## src/rtl/pc_gen.sv

```systemverilog
`default_nettype none
// ============================================================================
// Module      : pc_gen
// Description : Program-counter generator feeding the instruction memory.
//               Optional fetch counter enabled by macro PC_GEN_FETCH_CNT_EN.
// Revision    : 1.0 - initial release
// ============================================================================
module pc_gen #(
    parameter int                  ADDR_LEN = 8,
    parameter logic [ADDR_LEN-1:0] RESET_PC = '0
) (
    input  logic                clk,
    input  logic                rst,
    input  logic                en,
    input  logic                PCsrc,
    input  logic [ADDR_LEN-1:0] ImmOp,
    input  logic                jalr_en,
    input  logic [ADDR_LEN-1:0] jalr_target,
    output logic [ADDR_LEN-1:0] PC,
    output logic [ADDR_LEN-1:0] PC_plus4,
    output logic                fetch_valid,
`ifdef PC_GEN_FETCH_CNT_EN
    output logic                misalign,
    output logic [31:0]         fetch_count
`else
    output logic                misalign
`endif
);

    typedef enum logic [1:0] {
        BOOT = 2'd0,
        RUN  = 2'd1,
        HALT = 2'd2
    } state_t;

    state_t              state;
    state_t              state_next;
    logic [ADDR_LEN-1:0] pc_next;
    logic [ADDR_LEN-1:0] target;
    logic                misalign_next;
    logic                step;

    assign PC_plus4    = PC + ADDR_LEN'(4);
    assign fetch_valid = (state == RUN);
    assign step        = (state == RUN) && en;

    // Redirect priority: jalr over PC-relative over sequential.
    always_comb begin
        target = PC_plus4;
        if (jalr_en) begin
            target = {jalr_target[ADDR_LEN-1:1], 1'b0};
        end else if (PCsrc) begin
            target = PC + ImmOp;
        end
    end

    always_comb begin
        state_next    = state;
        pc_next       = PC;
        misalign_next = misalign;
        case (state)
            BOOT: state_next = RUN;
            RUN: begin
                if (en) begin
                    if (target[1:0] != 2'b00) begin
                        state_next    = HALT;
                        misalign_next = 1'b1;
                    end else begin
                        pc_next = target;
                    end
                end
            end
            HALT: state_next = HALT;
            default: state_next = BOOT;
        endcase
    end

    always_ff @(posedge clk) begin
        if (rst) begin
            state    <= BOOT;
            PC       <= RESET_PC;
            misalign <= 1'b0;
        end else begin
            state    <= state_next;
            PC       <= pc_next;
            misalign <= misalign_next;
        end
    end

`ifdef PC_GEN_FETCH_CNT_EN
    always_ff @(posedge clk) begin
        if (rst) begin
            fetch_count <= '0;
        end else if (step && (fetch_count != 32'hFFFF_FFFF)) begin
            fetch_count <= fetch_count + 32'd1;
        end
    end
`else
    logic unused_step;
    assign unused_step = step;
`endif

endmodule
`default_nettype wire

```

## config.mk

```make
export PLATFORM = sky130hd
export DESIGN_NAME = pc_gen
export DESIGN_NICKNAME = d
export VERILOG_FILES = /design/src/rtl/pc_gen.sv
export SDC_FILE = /design/constraint.sdc
export NUM_CORES = 1
export LEC_CHECK = 0
export ABC_AREA = 1
export BUFFER_PORTS_ARGS = -buffer_cell sky130_fd_sc_hd__buf_2
export CORE_AREA = 2 2 56 58
export DETAILED_ROUTE_END_ITERATION = 16
export DIE_AREA = 0 0 58 60
export PLACE_DENSITY = 0.7
export SYNTH_ARGS = -nofsm -noshare
export SYNTH_HDL_FRONTEND = slang
export SYNTH_SLANG_ARGS = --single-unit
export TNS_END_PERCENT = 5
```

## constraint.sdc

```tcl
create_clock -name clk -period 4.1 [get_ports clk]
set_clock_uncertainty 0.15 [all_clocks]
set_input_delay 0.615 -clock clk [delete_from_list [all_inputs] [get_ports clk]]
set_output_delay 0.615 -clock clk [all_outputs]
set_load 0.01 [all_outputs]
```

==> results.tsv <==
metric	value	unit
yosysTopAreaCellShare	19.40	%
clk-insertion-delay-late	0.27	ns
regToRegEndpoint	PC[3]$_SDFFE_PP0P_	
p_leak	0.8467	nW
whs_path_depth	2	
cts_tree	built	
io_buffer_count	37	
mux_cell_area_share_after_synthesis	0	%
utilization	46.77	%
start_kind	flop	
worst_setup_path_end_kind	output pin	
worst-endpoint-arrival	1.45	ns
post-route-period-util	53.95	%
antenna_left	0	
clk_transition_reported_paths	0.07	ns
numClockSinks	11	
grt_pass1_vias	984	
maximum_number_of_pins_on_one_net_before_global_route_repair	15	
tns	0	ns
final_net_count	256	
reg2reg_from	PC[0]$_SDFFE_PP0P_	
worst-setup-path-type	reg2out	
finalWorstSetupSlack	1.888	ns
routed_via_density	4.547	
finalMaxSlewViolations	0	
cts_htree_levels	1	
maximum_resistive_drop_on_vdd	0.2147	mV
cts.hold.buffers_added	0	
cts_repair_resize_count	0	
synth_cells	186	
crit_family	flip-flops	
synth_top_family_by_area	simple AND/OR/NAND/NOR gates	
grt_setup_unrepaired	no	
drt_first_pass_iters	4	
synthesis.area	1135	µm²
report.power.total	0.4499	mW
finalWirelength	2379	µm
global_route_wire_length_before_repair	3974	µm
power_switching_share	42.58	%
floorplan.io_pins	39	
antenna_cells_inserted	0	
critical_path.n_buffers_inverters	1	
power_frac_comb	50.8	%
critical-path-slowest-cell	sky130_fd_sc_hd__dfxtp_1	
postCtsSetupBuffers	0	
synth_top_cells_by_area	sky130_fd_sc_hd__dfxtp_1 19%, sky130_fd_sc_hd__nand2_1 18%, sky130_fd_sc_hd__inv_1 13%	
yosys_warnings	0	
worstHoldStart	misalign$_SDFFE_PP0P_	
max_slew.worst_pin.slew	0.4257	ns
fp.dieW	58	µm
drive_above_1_share	22.42	%
areaGrowthSynthToFinish	19.63	%
r2r_cells	10	
post-route-drc-count	0	
worst_hold_path_type	reg2reg	
netlist.top_cell.by_area	sky130_fd_sc_hd__dfxtp_1	
r2r_setup_slack	1.99	ns
synth_compound_gate_area_share	11.69	%
internal_power	0.2583	mW
finalHoldViolations	0	
synth_fa_ha_area_share	12.79	%
die_area	3480	µm²
crit_path_largest_cell_delay	0.48	ns
maximum_capacitance_violations	0	
status	finished, final reports clean	
postSynthNetCount	218	
synth-seq-cells	11	
post-route-min-period	2.212	ns
synth_cell_type_count	28	
synth-xor-area-share	3.087	%
post_synth.cell_area_avg	6.101	µm²
avgRoutedWirePerCell	9.293	µm
timing.critical_path.cells	ha_1, nand3_1, xor2_1, buf_2	
die_y	60	µm
slew_headroom	71.61	%
whs_endpoint	misalign$_SDFFE_PP0P_	
hold-worst-slack	0.3252	ns
finalSetupViolCount	0	
max_freq	0.4521	GHz
hpwlAfterDp	1958	µm
initial_core_util	39.09	%
yosysSeqAreaShare	19.40	%
clockPowerShare	16.8	%
total_clock_buffers_created_by_cts	3	
global_route.overflow_total	0	
drt_iter0_markers	22	
ctsRootBufferMaster	sky130_fd_sc_hd__clkbuf_4	
share_seq_of_total_power	32.4	%
critical_path_peak_fanout	8	
power_switching	0.1916	mW
antenna_violations_before_repair	0	
globalRouteTotalUtil	14.43	%
rows	20	
cp.required	3.34	ns
total_via_count_after_detailed_routing	1164	
power.density_cell_area	331.4	nW/µm²
synth-simple-area-share	36.49	%
placement.setup.worst_slack	1.708	ns
routabilityCongestion	0.7589	
design.core.area	2903	µm²
clock_path_buffers	2	
nFillCells	325	
[flip-flops by register name, summed over array words and instances, names as in the netlist]
name and cells:
misalign 1, PC 8, state 2
[synth_stat cells (all sizes together)]
cell type,count
o2111ai,1
dfxtp,11
nand2,53
nand3b,2
o211ai,1
a31oi,1
buf,3
xnor2,1
nor2,17
o221ai,1
and2,1
or2,4
inv,41
nand3,20
xor2,3
clkbuf,1
a21oi,8
clkinv,1
o21ai,5
ha,10
fa,1
[layer usage]
| metal | global-route usage (%) | routed length (µm) | part of all wire [%] | vias to the layer above |
|---|---|---|---|---|
| li1 | - | - | - | 649 |
| met1 | 19.25 | 1129 | 47 | 485 |
| met2 | 23.86 | 1078 | 45 | 28 |
| met3 | 1.948 | 151 | 6.3 | 2 |
| met4 | 4.983 | 20 | 0.84 | 0 |
| met5 | 0 | 0 | 0 | - |
[logic make-up after synthesis]
family,count (synthesis)
AO/OA/AOI/OAI,17
flip-flops,11
XOR/XNOR,4
buffers and inverters,46
adder cells (fa/ha/maj),11
AND/OR/NAND/NOR,97
[per-stage QoR]
step | area, µm² | instances
3_3_place_gp | 1331 | 252
2_1_floorplan | 1135 | 186
4_1_cts | 1358 | 256
3_5_place_dp | 1331 | 252
6_report | 1358 | 256
5_1_grt | 1358 | 256
[cell type report]
cell class	instances	area, µm²	area share (%)
Tap cell	33	41.29	3.041
Inverter	42	157.7	11.61
Sequential cell	11	220.2	16.22
Multi-Input combinational cell	129	726.9	53.55
Clock buffer	4	26.28	1.935
Timing Repair Buffer	37	185.2	13.64
[how the worst max path moves through the flow]
stage	startpoint	end	slack, ns	cells past startpoint
floorplan	ImmOp[0]	PC[4]$_SDFFE_PP0P_	1.93	9
global placement	ImmOp[0]	PC[3]$_SDFFE_PP0P_	1.70	11
detailed placement	ImmOp[0]	PC[3]$_SDFFE_PP0P_	1.71	11
CTS	PC[2]$_SDFFE_PP0P_	PC_plus4[6]	1.88	4
global route	PC[2]$_SDFFE_PP0P_	PC_plus4[6]	1.78	4
finish	PC[2]$_SDFFE_PP0P_	PC_plus4[6]	1.89	4
[tightest hold or removal path, cell delays in order, from the launching register on]
cell                      delay [ns]
sky130_fd_sc_hd__dfxtp_1        0.33
sky130_fd_sc_hd__a31oi_1        0.04
sky130_fd_sc_hd__nor2_1         0.07
[layout by cell type (no fill, tap or decap), types with 2 or more instances in the layout]
| cell type | synthesis | final |
|---|---|---|
| sky130_fd_sc_hd__a21oi_1 | 3 | 3 |
| sky130_fd_sc_hd__a21oi_2 | 5 | 5 |
| sky130_fd_sc_hd__buf_2 | 0 | 37 |
| sky130_fd_sc_hd__clkbuf_4 | 0 | 3 |
| sky130_fd_sc_hd__dfxtp_1 | 11 | 11 |
| sky130_fd_sc_hd__ha_1 | 10 | 10 |
| sky130_fd_sc_hd__inv_1 | 40 | 40 |
| sky130_fd_sc_hd__nand2_1 | 53 | 53 |
| sky130_fd_sc_hd__nand3_1 | 19 | 19 |
| sky130_fd_sc_hd__nand3b_1 | 2 | 2 |
| sky130_fd_sc_hd__nor2_1 | 17 | 17 |
| sky130_fd_sc_hd__o21ai_0 | 3 | 3 |
| sky130_fd_sc_hd__o21ai_1 | 2 | 2 |
| sky130_fd_sc_hd__or2_2 | 2 | 2 |
| sky130_fd_sc_hd__xor2_1 | 3 | 3 |
[power groups by stage]
stage | sequential [mW] | combinational (mW) | clock (mW)
global route | 0.149 | 0.266 | 0.0835
floorplan | 0.149 | 0.167 | 0
global placement | 0.149 | 0.227 | 0
finish | 0.146 | 0.228 | 0.0758
detailed placement | 0.149 | 0.231 | 0
CTS | 0.146 | 0.233 | 0.0776
Power figures use the tool's default switching activity.
